$ cat src/rtl/bsg_rocket_nasti_len_fifo.sv
// Synchronous FIFO of AW burst lengths; when empty, a same-cycle push is forwarded
// straight to the head so a push+pop pair passes through without being stored.
module bsg_rocket_nasti_len_fifo #(
    parameter int unsigned depth_p = 8,
    parameter int unsigned width_p = 8
) (
    input  logic               clk_i,
    input  logic               reset_n_i,
    input  logic               clear_i,
    input  logic               push_i,
    input  logic [width_p-1:0] data_i,
    input  logic               pop_i,
    output logic [width_p-1:0] data_o,
    output logic               empty_o,
    output logic               full_o
);

    localparam int unsigned ptr_w_lp = $clog2(depth_p);

    logic [ptr_w_lp:0]  wptr_q, rptr_q;
    logic [width_p-1:0] mem_q [depth_p];
    logic               bypass, do_push, do_pop;

    assign empty_o = (wptr_q == rptr_q);
    assign full_o  = (wptr_q[ptr_w_lp] != rptr_q[ptr_w_lp])
                  && (wptr_q[ptr_w_lp-1:0] == rptr_q[ptr_w_lp-1:0]);

    assign bypass  = empty_o & push_i & pop_i;
    assign do_push = push_i & ~full_o & ~bypass;
    assign do_pop  = pop_i & ~empty_o;
    assign data_o  = empty_o ? data_i : mem_q[rptr_q[ptr_w_lp-1:0]];

    always_ff @(posedge clk_i) begin
        if (!reset_n_i || clear_i) begin
            wptr_q <= '0;
            rptr_q <= '0;
        end else begin
            if (do_push) wptr_q <= wptr_q + 1'b1;
            if (do_pop)  rptr_q <= rptr_q + 1'b1;
        end
    end

    always_ff @(posedge clk_i) begin
        if (do_push) mem_q[wptr_q[ptr_w_lp-1:0]] <= data_i;
    end

endmodule

$ cat config.mk
export PLATFORM = sky130hd
export DESIGN_NAME = bsg_rocket_nasti_len_fifo
export DESIGN_NICKNAME = d
export VERILOG_FILES = /design/src/rtl/bsg_rocket_nasti_len_fifo.sv
export SDC_FILE = /design/constraint.sdc
export NUM_CORES = 1
export LEC_CHECK = 0
export ABC_AREA = 0
export CELL_PAD_IN_SITES_DETAIL_PLACEMENT = 2
export CELL_PAD_IN_SITES_GLOBAL_PLACEMENT = 2
export CORE_AREA = 2 2 86 88
export DETAILED_ROUTE_END_ITERATION = 8
export DIE_AREA = 0 0 88 90
export HOLD_SLACK_MARGIN = 0.15
export PLACE_DENSITY = 0.86
export SYNTH_ARGS = -nofsm -noshare
export SYNTH_HDL_FRONTEND = slang
export SYNTH_SLANG_ARGS = --single-unit
$ cat constraint.sdc
create_clock -name clk_i -period 3.56 [get_ports clk_i]
set_input_delay 0.712 -clock clk_i [delete_from_list [all_inputs] [get_ports clk_i]]
set_output_delay 0.712 -clock clk_i [all_outputs]
set_load 0.01 [all_outputs]
# --- Word-level counts from Yosys, hierarchy flattened ---
# Memories as Yosys holds them, arrays and structs flattened. A register that Yosys moved wholly into a read port is not among the register bits.
# Cells that the tools add are included.
word_totals:
  mem_count: 1
  reg_bits: 8
  latchBits: 0
  romBits: 0
  ramBits: 64
classes:
  n_bitwise: 8
  n_mux: 5
  order_cmp: 0
  div_mod_pow: 0
  n_reduce_logical: 3
  n_mul: 0
  addsub: 2
  eq_ne: 3
  n_shift: 0
mem_list:
  columns: ["name", "depth", "word_bits", "read_ports", "rd_clocked_by_memory_dff", "write_ports", "line", "source"]
  rows:
  - ["mem_q", 8, 8, 1, 1, 1, "21", "logic [width_p-1:0] mem_q [depth_p];"]
ops:
  columns: ["op", "count"]
  rows:
  - ["adder 4 x 1 -> 4 bit, second input constant", 2]
  - ["2-to-1 mux 8 bit", 1]
  - ["2-to-1 mux 3 bit", 2]
  - ["AND 1 bit", 5]
  - ["== test 4 bit", 1]
  - ["== test 3 bit", 1]
  - ["NOT 1 bit", 3]
  - ["2-to-1 mux 1 bit", 2]
  - ["logical AND 1 bit", 1]
  - ["logical NOT 1 bit", 1]
  - ["logical OR 1 bit", 1]
  - ["!= test 1 bit", 1]

# --- Longest topological paths before layout ---
# Gate-level depths: netlist (run 1).
logic_depth:
  ltp_word: 7
  ltp_mapped: 6
  depth_no_buf: 4

# --- Worst setup path before layout (run 1) ---
# No wires, ideal clock.
synth_path:
  path_type: "register to output"
  start: "register (tool-made name)"
  end: "output port data_o[5]"
  path_stages_with_launch: 6
  t_arrival_ps: 1499
  required_ps: 2848
  slack_ps: 1349
  cell_sequence: "dfxtp_1 > buf_2 > buf_4 > mux4_2 > mux2i_1 > o21ai_0"
synth_rtl:
  columns: ["element", "line", "source"]
  rows:
  - ["end, declared", "13", "output logic [width_p-1:0] data_o,"]

# --- Worst setup path after layout (run 1) ---
layout_path:
  start: "register wptr_q[2]"
  end: "output port data_o[5]"
layout_via:
  elab_chain_len: 2
layout_lines:
  columns: ["element", "line", "source"]
  rows:
  - ["start, declared", "20", "logic [ptr_w_lp:0] wptr_q, rptr_q;"]
  - ["start signal, assigned", "38", "if (do_push) wptr_q <= wptr_q + 1'b1;"]
  - ["== test 4 bit", "24", "assign empty_o = (wptr_q == rptr_q);"]
  - ["2-to-1 mux 8 bit", "31", "assign data_o = empty_o ? data_i : mem_q[rptr_q[ptr_w_lp-1:0]];"]
# Every way passes these cells.

==> results.py, run 1 <==
metrics = {
    "global_route": {
        "grtUsageTotal": 0.211,
        "grt_pass1_wl_um": 11600,
        "grt_max_degree": 18,
        "overflow": 0,
        "antenna_found_initial": 0,
        "grt_pass1_vias": 1981,
    },
    "clocking": {
        "clk_latency_ps": 340,
        "cts_resized": 0,
        "cts_root_buf": "clkbuf_8",
        "htreeDepth": 3,
        "cts_tree": "done",
        "cts_sinks": 75,
        "cts.clk_slew.worst_paths_ps": 70,
        "cts_made_buffers": 9,
        "post-cts-setup-buffers": 0,
        "clock_path_buffers": 2,
        "holdBufCountCts": 0,
    },
    "synthesis": {
        "postSynthRegisterBits": 75,
        "synth_top_family_by_area": "multiplexers",
        "synth_top_area_frac": 0.610,
        "ys_seq_area_frac": 0.680,
        "synth_flop_cell": "edfxtp_1",
        "ys_types": 33,
        "async_flop_share": 0,
        "syn-instance-count": 187,
        "syn_nets": 202,
        "synth-edff-count": 64,
        "synth.largest_area_cell": "edfxtp_1",
        "synth_compound_area_frac": 0.0484,
        "synthXorXnorAreaFrac": 0.0318,
        "netlist_top_cells_area": "edfxtp_1 61%, mux4_2 11%, dfxtp_1 7.0%, mux2i_1 3.2%, xor2_2 2.1%",
        "yosys.area_share.simple": 0.0675,
        "synthMuxAreaShare": 0.146,
        "syn-cell-area_sq_um": 3150,
        "ys_warn_count": 0,
        "avgSynthCellArea_sq_um": 16.9,
        "synth_adder_area_share": 0.00794,
    },
    "timing": {
        "fmax_mhz": 314,
        "whs_ps": 516,
        "period_needed_ps": 3180,
        "tns_ps": 0,
        "finalCritPeriodShare": 0.893,
        "setup-violations-final": 0,
        "hold_viol": 0,
        "max_slew_margin": 0.612,
        "worst_pin_slew_ps": 581,
        "final_max_slew_viol_count": 0,
        "clock_skew_ps": 13.8,
        "rsz0062_at_grt": "false",
        "fin_ws_ps": 379,
    },
    "setup_path": {
        "max_stage_delay_ps": 610,
        "arrival_ps": 2470,
        "crit_type": "register to output port",
        "crit_path_end_kind": "output port",
        "critPathTopFamily": "buffers and inverters",
        "r2r-start": "wptr_q[2]$_SDFFE_PP0P_",
        "cp_cell_sequence": "xor2_2, nor4_4, buf_4, nand2_1, o21ai_0, clkdlybuf4s50_1",
        "worst-path-buf-inv": 2,
        "required_ps": 2850,
        "slowest_stage": "dfxtp_1",
        "startpoint": "wptr_q[2]$_SDFFE_PP0P_",
        "worstSetupStartpointType": "register",
        "critical_path_peak_fanout": 17,
    },
    "placement": {
        "place_inst": 310,
        "gp_congestion": 0.709,
        "dp_hpwl_um": 5190,
        "port_buffers": 22,
        "place_ws_ps": 682,
    },
    "floorplanning": {
        "core_area_sq_um": 7020,
        "die_w_um": 88,
        "dieHeight_um": 90,
        "dieArea_sq_um": 7920,
        "ioPinCount": 23,
        "start_util": 0.449,
        "rows": 31,
    },
    "cells_and_area": {
        "drive_gt1_frac": 0.203,
        "nets": 237,
        "fillers": 628,
        "ff_latch_area_sq_um": 2140,
        "syn2layout_area_growth_pct": 17.1,
        "layout.cells.non_filler": 326,
        "multiInputGateArea_sq_um": 951,
        "antenna_cells": 0,
    },
    "power_and_ir_drop": {
        "switchingPower_mw": 0.351,
        "clockPowerShare": 0.342,
        "seq_power_share": 0.599,
        "comb_power_share": 0.060,
        "intPower_mw": 1.26,
        "ir_drop_v": 0.000221,
        "swShare": 0.218,
        "p_leak_nw": 1.20,
        "powerDensity_nw_per_um2": 436,
    },
    "run": {
        "maxCapViolations": 0,
    },
    "detailed_routing": {
        "drc": 0,
        "wirelength_um": 7660,
        "wl_per_cell_um": 23.5,
        "via_per_inst": 5.52,
        "ant_nets": 0,
        "drt_iter0_drc": 100,
        "dr_total_vias": 1801,
        "drt_pass1_iterations": 4,
    },
    "status": {
        "status": "finished, final reports clean",
    },
    "hold_path": {
        "min_from": "rptr_q[3]$_SDFFE_PP0P_",
        "hold_class": "register to register",
    },
}
-- path summary, 6_finish.rpt --
check / to / slack, ps / depth (start not counted)
worst max-delay path: data_o[5] / 380 / 6
worst min-delay path: rptr_q[3]$_SDFFE_PP0P_ / 520 / 2
worst max register to register: mem_q[1][0]$_DFFE_PP_ / 1480 / 5
worst min register to register: rptr_q[3]$_SDFFE_PP0P_ / 520 / 2
-- synthesized netlist by cell type, types with 2 or more instances --
| cell type | count |
|---|---|
| o21ai_1 | 3 |
| mux4_2 | 16 |
| xnor2_1 | 3 |
| buf_1 | 3 |
| buf_4 | 2 |
| nand4_1 | 3 |
| a21oi_1 | 3 |
| or3_1 | 2 |
| nand2b_1 | 3 |
| buf_2 | 5 |
| dfxtp_1 | 11 |
| nand2_1 | 13 |
| nor2b_1 | 3 |
| nor3_1 | 2 |
| xor2_2 | 4 |
| o21ai_0 | 9 |
| nor2_1 | 12 |
| edfxtp_1 | 64 |
| mux2i_1 | 10 |
| inv_1 | 2 |
| ha_1 | 2 |
-- cell families after synthesis --
group,Yosys count
AOI/OAI and AO/OA,22
xor gates and xnor gates,8
adders and majority gates,2
buffers and inverters,12
DFF,75
muxes,26
and+or+nand+nor,42
-- sequential cells by signal, indices dropped and copies added, names as in the netlist, named ones only --
signal	count
wptr_q	4
mem_q	64
rptr_q	4
-- placed cells by master, fill, tap and decap left out, types with 2 or more instances in the layout --
cell,netlist,routed
edfxtp_1,64,64
clkdlybuf4s50_1,0,22
mux4_2,16,16
nand2_1,13,13
nor2_1,12,12
buf_4,2,12
dfxtp_1,11,11
mux2i_1,10,10
o21ai_0,9,9
clkbuf_8,0,9
xor2_2,4,4
clkbuf_1,0,4
o21ai_1,3,3
xnor2_1,3,3
nor2b_1,3,3
nand4_1,3,3
nand2b_1,3,3
a21oi_1,3,3
nor3_1,2,2
inv_1,2,2
or3_1,2,2
ha_1,2,2
clkinv_2,0,2
-- power groups by stage --
stage | registers [mW] | logic, mW | clock network [mW]
after global placement | 0.982 | 0.0898 | 0
final | 0.963 | 0.0959 | 0.549
after global routing | 0.963 | 0.104 | 0.597
after CTS | 0.963 | 0.0976 | 0.561
after floorplan | 0.981 | 0.0407 | 0
after detailed placement | 0.983 | 0.0973 | 0
-- per-layer routing --
metal / track usage / up-vias / routed length, um
li1: - / 800 / -
met1: 0.274 / 959 / 3240
met2: 0.352 / 31 / 4050
met3: 0.0367 / 11 / 211
met4: 0.0782 / 0 / 155
met5: 0 / - / 0
-- final cells by class --
type	count	area share
flip-flops and latches	75	0.580
multi-input cells	100	0.258
repair buffers	34	0.0841
clock buffers	13	0.0376
well taps	99	0.0336
clock inverters	3	0.00475
inverters	2	0.00203
-- worst min-delay path, cell delays in order (launching register included) --
cell and delay, ps:
dfxtp_1 350, nand2_1 70, a21oi_1 50
-- metrics by stage --
stage / power [mW] / util / cell area, sq um
after floorplan: 1.02 / - / 3150
after global placement: 1.07 / 0.503 / 3530
after detailed placement: 1.08 / 0.503 / 3530
after CTS: 1.62 / 0.526 / 3690
after global routing: 1.66 / 0.526 / 3690
final: 1.61 / 0.526 / 3690
(Power assumes the default switching activity.)
==> inputs of run 2 (changes only) <==
--- a/config.mk
+++ b/config.mk
@@ -8,11 +8,12 @@
 export ABC_AREA = 0
 export CELL_PAD_IN_SITES_DETAIL_PLACEMENT = 2
 export CELL_PAD_IN_SITES_GLOBAL_PLACEMENT = 2
-export CORE_AREA = 2 2 86 88
+export CORE_AREA = 2 2 89 91
+export CTS_CLUSTER_SIZE = 20
 export DETAILED_ROUTE_END_ITERATION = 8
-export DIE_AREA = 0 0 88 90
+export DIE_AREA = 0 0 91 93
 export HOLD_SLACK_MARGIN = 0.15
-export PLACE_DENSITY = 0.86
+export PLACE_DENSITY = 0.81
 export SYNTH_ARGS = -nofsm -noshare
 export SYNTH_HDL_FRONTEND = slang
 export SYNTH_SLANG_ARGS = --single-unit
==> constraint.sdc (replaced) <==
create_clock -name clk_i -period 2.94 [get_ports clk_i]
set_input_delay 0.588 -clock clk_i [delete_from_list [all_inputs] [get_ports clk_i]]
set_output_delay 0.588 -clock clk_i [all_outputs]
set_load 0.01 [all_outputs]
==> results.py, run 2 (same netlist as run 1, synthesis figures left out) <==
metrics = {
    "timing": {
        "max_slew_margin": 0.329,
        "tns_ps": 0,
        "finalCritPeriodShare": 0.968,
        "final_max_slew_viol_count": 0,
        "worst_pin_slew_ps": 1000,
        "whs_ps": 529,
        "setup-violations-final": 0,
        "fin_ws_ps": 94.2,
        "hold_viol": 0,
        "clock_skew_ps": 8.08,
        "period_needed_ps": 2850,
        "fmax_mhz": 351,
    },
    "detailed_routing": {
        "ant_nets": 0,
        "dr_total_vias": 1842,
        "drt_iter0_drc": 120,
        "drt_pass1_iterations": 4,
        "wl_per_cell_um": 25.1,
        "wirelength_um": 8470,
        "via_per_inst": 5.45,
        "drc": 0,
    },
    "global_route": {
        "grt_pass1_vias": 2027,
        "grtUsageTotal": 0.201,
        "use_met2": 0.359,
        "antenna_found_initial": 0,
        "use_met1": 0.244,
        "grt_pass1_wl_um": 12200,
        "gr-max-usage-layer": "met2",
        "use_met3": 0.0443,
        "grt_max_degree": 17,
        "overflow": 0,
    },
    "hold_path": {
        "hold_class": "register to register",
    },
    "cells_and_area": {
        "nets": 246,
        "syn2layout_area_growth_pct": 23.7,
        "final_common_cell": "edfxtp_1",
        "finalInstanceArea_sq_um": 3900,
        "largest_reg_flops": 64,
        "fin_util": 0.518,
        "ff_latch_area_sq_um": 2150,
        "multiInputGateArea_sq_um": 985,
        "antenna_cells": 0,
        "drive_gt1_frac": 0.271,
        "fillers": 698,
        "layout_common_cells": "64 x edfxtp_1, 22 x clkdlybuf4s50_1, 17 x buf_4",
    },
    "setup_path": {
        "crit_path_end_kind": "output port",
        "cp_cell_sequence": "xor2_4, nor4_4, buf_4, clkbuf_4, o21ai_0, clkdlybuf4s50_1",
        "slowest_stage": "clkdlybuf4s50_1",
        "crit_type": "register to output port",
        "arrival_ps": 2260,
        "worstSetupStartpointType": "register",
        "critical_path_peak_fanout": 7,
        "required_ps": 2350,
        "max_stage_delay_ps": 570,
    },
    "placement": {
        "gp_congestion": 0.737,
        "dpl_cell_area_sq_um": 3590,
        "dp_hpwl_um": 5180,
        "place_ws_ps": 317,
        "port_buffers": 22,
    },
    "clocking": {
        "cts_sinks": 75,
        "cts.clk_slew.worst_paths_ps": 80,
        "htreeDepth": 3,
        "cts_made_buffers": 9,
        "clock_path_buffers": 2,
        "clk_latency_ps": 350,
        "cts_tree": "done",
        "holdBufCountCts": 0,
        "cts_root_buf": "clkbuf_8",
    },
    "floorplanning": {
        "die_w_um": 91,
        "dieHeight_um": 93,
        "start_util": 0.419,
        "ioPinCount": 23,
        "rows": 32,
        "core_area_sq_um": 7530,
        "dieArea_sq_um": 8460,
    },
    "power_and_ir_drop": {
        "powerDensity_nw_per_um2": 559,
        "ir_drop_v": 0.000306,
        "p_leak_nw": 1.29,
    },
    "run": {
        "maxCapViolations": 0,
    },
    "status": {
        "status": "finished, final reports clean",
    },
}
run 2: area by class of cell:
class,count,share of cell area
repair buffers,43,0.106
clock buffers,10,0.0327
inverters,2,0.00192
multi-input cells,100,0.252
flip-flops and latches,75,0.552
clock inverters,6,0.0228
well taps,102,0.0327
run 2: what timing repair did:
| action | 4_1_cts | 5_1_grt |
|---|---|---|
| setup buffers | 0 | 2 |
| setup endpoints to repair | 7 | 6 |
| pin swaps | 0 | 1 |
| gates resized for setup | 4 | 8 |
| gates cloned | 0 | 2 |
run 2: per-layer routing:
layer  up-vias  share of wire
met1       968           0.41
met3        14          0.036
met4         0          0.023
met2        46           0.53
li1        814              -
met5         -              0
run 2: path summary, 6_finish.rpt:
kind	startpoint	to	slack (ps)	cells past startpoint
setup / recovery	rptr_q[1]$_SDFFE_PP0P_	data_o[2]	90	6
hold reg to reg	rptr_q[3]$_SDFFE_PP0P_	rptr_q[3]$_SDFFE_PP0P_	530	2
hold / removal	rptr_q[3]$_SDFFE_PP0P_	rptr_q[3]$_SDFFE_PP0P_	530	2
setup reg to reg	wptr_q[2]$_SDFFE_PP0P_	mem_q[4][7]$_DFFE_PP_	700	5
run 2: power breakdown:
group          total [mW]  switching [mW]  leakage (nW)  internal [mW]
clock network       0.884           0.404         0.103          0.480
registers            1.17         0.00554         0.670           1.16
logic               0.130          0.0655         0.514         0.0640
total                2.18           0.475          1.29           1.70
run 2: critical path: cells and delay by family (launching register included):
kind            cells  cell delay [ps]
compound gates      1              210
xor+xnor            1              250
buf+inv             3              910
flops               1              450
simple gates        1               80
run 2: per-stage QoR:
step	total power, mW	cells
floorplan	1.24	187
global placement	1.30	318
detailed placement	1.31	318
CTS	2.18	334
global route	2.24	338
finish	2.18	338
==> inputs of run 3 (changes only) <==
--- a/config.mk
+++ b/config.mk
@@ -8,12 +8,12 @@
 export ABC_AREA = 0
 export CELL_PAD_IN_SITES_DETAIL_PLACEMENT = 2
 export CELL_PAD_IN_SITES_GLOBAL_PLACEMENT = 2
-export CORE_AREA = 2 2 89 91
-export CTS_CLUSTER_SIZE = 20
+export CORE_AREA = 2 2 86 88
+export CTS_CLUSTER_SIZE = 30
 export DETAILED_ROUTE_END_ITERATION = 8
-export DIE_AREA = 0 0 91 93
+export DIE_AREA = 0 0 88 90
 export HOLD_SLACK_MARGIN = 0.15
-export PLACE_DENSITY = 0.81
+export PLACE_DENSITY = 0.86
 export SYNTH_ARGS = -nofsm -noshare
 export SYNTH_HDL_FRONTEND = slang
 export SYNTH_SLANG_ARGS = --single-unit
==> constraint.sdc (replaced) <==
create_clock -name clk_i -period 3.6 [get_ports clk_i]
set_input_delay 0.72 -clock clk_i [delete_from_list [all_inputs] [get_ports clk_i]]
set_output_delay 0.72 -clock clk_i [all_outputs]
set_load 0.01 [all_outputs]
==> results.py, run 3 (same netlist as run 1, synthesis figures left out) <==
metrics = {
    "floorplanning": {
        "dieHeight_um": 90,
        "dieArea_sq_um": 7920,
        "start_util": 0.449,
        "ioPinCount": 23,
        "core_area_sq_um": 7020,
        "rows": 31,
        "die_w_um": 88,
    },
    "detailed_routing": {
        "wirelength_um": 7670,
        "ant_nets": 0,
        "via_per_inst": 5.46,
        "drc": 0,
        "wl_per_cell_um": 23.5,
        "drt_pass1_iterations": 4,
        "dr_total_vias": 1780,
        "drt_iter0_drc": 95,
    },
    "clocking": {
        "clk_latency_ps": 350,
        "cts_root_buf": "clkbuf_8",
        "holdBufCountCts": 0,
        "cts.clk_slew.worst_paths_ps": 70,
        "cts_sinks": 75,
        "htreeDepth": 3,
        "cts_tree": "done",
        "clock_path_buffers": 2,
        "post-cts-setup-buffers": 0,
        "cts_resized": 0,
        "cts_made_buffers": 9,
    },
    "global_route": {
        "antenna_found_initial": 0,
        "grtUsageTotal": 0.211,
        "overflow": 0,
        "grt_max_degree": 18,
        "grt_pass1_vias": 1960,
        "grt_pass1_wl_um": 11800,
    },
    "setup_path": {
        "required_ps": 2880,
        "critical_path_peak_fanout": 17,
        "crit_type": "register to output port",
        "arrival_ps": 2510,
        "crit_path_end_kind": "output port",
        "worstSetupStartpointType": "register",
    },
    "hold_path": {
        "hold_class": "register to register",
    },
    "placement": {
        "port_buffers": 22,
        "gp_congestion": 0.709,
        "place_inst": 310,
        "dp_hpwl_um": 5160,
    },
    "power_and_ir_drop": {
        "powerDensity_nw_per_um2": 454,
        "ir_drop_v": 0.000300,
        "p_leak_nw": 1.21,
        "total_power_mw": 1.69,
    },
    "cells_and_area": {
        "nets": 237,
        "largest_reg_flops": 64,
        "syn2layout_area_growth_pct": 18.4,
        "layout.cells.non_filler": 326,
        "final_common_cell": "edfxtp_1",
        "layout_common_cells": "64 x edfxtp_1, 22 x clkdlybuf4s50_1, 16 x mux4_2",
        "antenna_cells": 0,
        "drive_gt1_frac": 0.211,
        "fin_util": 0.532,
    },
    "timing": {
        "hold_viol": 0,
        "clock_skew_ps": 11.7,
        "tns_ps": 0,
        "final_max_slew_viol_count": 0,
        "max_slew_margin": 0.622,
        "finalCritPeriodShare": 0.898,
        "period_needed_ps": 3230,
        "setup-violations-final": 0,
        "rsz0062_at_grt": "false",
        "fmax_mhz": 309,
        "worst_pin_slew_ps": 566,
    },
    "status": {
        "status": "finished, final reports clean",
    },
    "run": {
        "maxCapViolations": 0,
    },
}
==> run 3: cell types whose count changed in the layout (fill, tap and decap cells not counted), sizes merged <==
cell	delta
bufinv	-1
clkinv	-1
buf	-7
clkinvlp	+1
inv	-1
==> run 3: final timing paths <==
check	from	end	slack [ps]	depth (start not counted)
max reg2reg	wptr_q[2]$_SDFFE_PP0P_	mem_q[1][2]$_DFFE_PP_	1530	5
max	wptr_q[2]$_SDFFE_PP0P_	data_o[5]	370	6
min	rptr_q[3]$_SDFFE_PP0P_	rptr_q[3]$_SDFFE_PP0P_	530	2
min reg2reg	rptr_q[3]$_SDFFE_PP0P_	rptr_q[3]$_SDFFE_PP0P_	530	2
==> run 3: layer usage <==
metal  part of all wire  vias up  wire (um)  global-route usage
li1                   -      795          -                   -
met1               0.44      936       3360               0.284
met2               0.52       37       3980               0.342
met3              0.030       12        227              0.0523
met4              0.014        0        104              0.0590
met5                  0        -          0                   0
==> run 3: where the power goes <==
| group | internal (mW) | switching, mW |
|---|---|---|
| Combinational | 0.0456 | 0.0506 |
| Sequential | 0.948 | 0.00378 |
| Clock | 0.340 | 0.307 |
| Total | 1.33 | 0.361 |
==> run 3: through the flow <==
| stage | cell area [sq um] | worst slack (ps) | hold WS (ps) |
|---|---|---|---|
| after floorplan | 3150 | 1380 | 481 |
| after global placement | 3530 | 837 | 493 |
| after detailed placement | 3530 | 672 | 511 |
| after CTS | 3730 | 338 | 539 |
| after global routing | 3730 | 214 | 565 |
| final | 3730 | 368 | 534 |
==> run 3: final cells by class <==
type,instances,area [sq um]
clock buffer,12,145
clock inverter,4,52.6
fill,630,3290
inverter,2,7.51
multi-input combinational,100,951
sequential,75,2140
tap,99,124
timing repair buffer,34,310
==> run 3: worst max-delay path: stages (launching register included) <==
cell             delay [ps]
dfxtp_1                 600
xor2_2                  190
nor4_4                  290
buf_4                   270
nand2_1                  80
o21ai_0                 110
clkdlybuf4s50_1         620
==> variant (flow settings as in run 2) <==
Change the parameter `width_p` from 8 to 9.
--- a/src/rtl/bsg_rocket_nasti_len_fifo.sv
+++ b/src/rtl/bsg_rocket_nasti_len_fifo.sv
@@ -4,3 +4,3 @@
     parameter int unsigned depth_p = 8,
-    parameter int unsigned width_p = 8
+    parameter int unsigned width_p = 9
 ) (
Ports: changed (resized data_i and data_o); port bits go from 23 to 25. No check against the original RTL was run, so the function may have changed too.
==> variant against run 2 <==
Synthesized area up 9.8%; synthesized cell count rose by 7.0%; utilization is 4.0 points higher; combinational power rose by 6%; setup slack got worse by 0.028 ns; final cell count up 4.7%; first-iteration DRC count grew 12%; design area rose by 7.6%; non-clock buffer count increased by 3; wire length rose by 8.9%; count of clock-buffer cells in the layout decreased by 1; worst hold slack gained 0.0023 ns; sequential cell count is 8 higher; total power increased by 6.9%; critical path type unchanged; largest power group unchanged.
==> variant: results (changes against run 2) <==
stage,metric,value,unit,change
outcome,run_status,completed,,
sta,slew_headroom,0.2811,,-0.04791
synth,synth-edff-count,72,,+13%
critical_path,worst_path_max_delay_cell,mux4_2,,
placed_design,port_buffers,24,,+9.1%
final_layout,final_layout_size_suffix_gt1_frac,0.2619,,-0.009282
grt,use_met2,0.4056,,+0.04630
pwr,power_leakage,1.404,nW,+9.1%
grt,grt_pass1_vias,2203,,+8.7%
placed_design,dp_cells,330,,+3.8%
placed_design,dp_hpwl,5764,um,+11%
drt,routedWlPerCell,26.06,um,+4.0%
clock_tree,post_cts.repair.setup_buffers,2,,+2
final_layout,largest_reg_flops,72,,+13%
final_layout,syn2layout_area_growth,21.25,%,
pwr,worst_ir_drop_vdd,251.6,uV,-18%
critical_path,cp.arrival,2.29,ns,+0.03 ns
drt,via_per_inst,5.698,,+4.6%
final_layout,fin_nets,263,,+6.9%
drt,drt_iter0_drc,134,,+12%
drt,wl,9224,um,+8.9%
placed_design,placed_cell_area,0.003890,mm^2,+8.4%
synth,ys.warnings.count,0,,unchanged
grt,globalRouteMet3Util,0.04110,,-0.003223
critical_path,max_stage_delay,0.48,ns,-0.09 ns
grt,grt_max_degree,20,,+3
synth,synth_fp_nets,216,,+6.9%
final_layout,fillCellCount,696,,-0.29%
grt,grt_use_total,0.2315,,+0.03055
synth,yosysSeqAreaShare,0.6881,,+0.008475
grt,grt_pass1_wl,13860,um,+14%
grt,met1_usage,0.2913,,+0.04731
synth,synth_common_cells,"edfxtp_1, mux4_2, nand2_1, nor2_1",,
final_layout,diodes,0,,unchanged
sta,skew,0.005634,ns,-0.002451 ns
clock_tree,post_cts_resized,6,,+2
placed_design,gp_congestion,0.7552,,+2.5%
critical_path,crit_path_max_fanout,9,,+2
synth,ys_types,35,,+6.1%
[variant: routing by layer]
layer  routed length, um  part of all wire
met1                3821              0.41
met2                4934              0.53
met3                 275             0.030
met4                 193             0.021
met5                   0                 0
[variant: stage by stage]
stage	setup TNS [ns]	worst slack [ns]	total power, W
global placement	0	0.3629	0.001441
finish	0	0.06662	0.002330
floorplan	0	0.8391	0.001371
detailed placement	0	0.2372	0.001453
global route	-0.0008560	-0.0007137	0.002398
CTS	0	0.004531	0.002349
[variant: cells by family after synthesis]
| group | synth area share |
|---|---|
| compound gates | 0.04554 |
| flops | 0.6881 |
| xor+xnor | 0.02891 |
| mux | 0.1489 |
| buf+inv | 0.01879 |
| fa+ha+maj | 0.007227 |
| simple gates | 0.06252 |
[variant: cell type report]
type / instances / share of cell area
clock inverter: 7 / 0.02176
clock buffer: 9 / 0.02951
tap: 102 / 0.03040
timing repair buffer: 46 / 0.1055
multi-input combinational: 105 / 0.2417
inverter: 2 / 0.001788
sequential: 83 / 0.5693
[variant: worst paths after layout]
| check | slack (ns) | from | to | depth (start not counted) |
|---|---|---|---|---|
| worst max register to register | 0.64 | wptr_q[2] | mem_q[4][2] | 5 |
| worst min-delay path | 0.53 | rptr_q[3] | rptr_q[3] | 2 |
| worst max-delay path | 0.07 | flip-flop | data_o[0] | 6 |
| worst min register to register | 0.53 | rptr_q[3] | rptr_q[3] | 2 |
[variant: critical path, delay by kind of cell, from the launching register on]
kind | cells | cell delay, ns
compound gates | 1 | 0.18
mux | 2 | 0.68
buf+inv | 3 | 0.66
flops | 1 | 0.42
[variant: where the power goes]
part	internal, W	switching [W]	leakage [nW]	total (W)
Clock	0.000476	0.000425	0.101	0.000900
Combinational	0.0000649	0.0000726	0.561	0.000138
Sequential	0.00129	0.00000523	0.742	0.00129
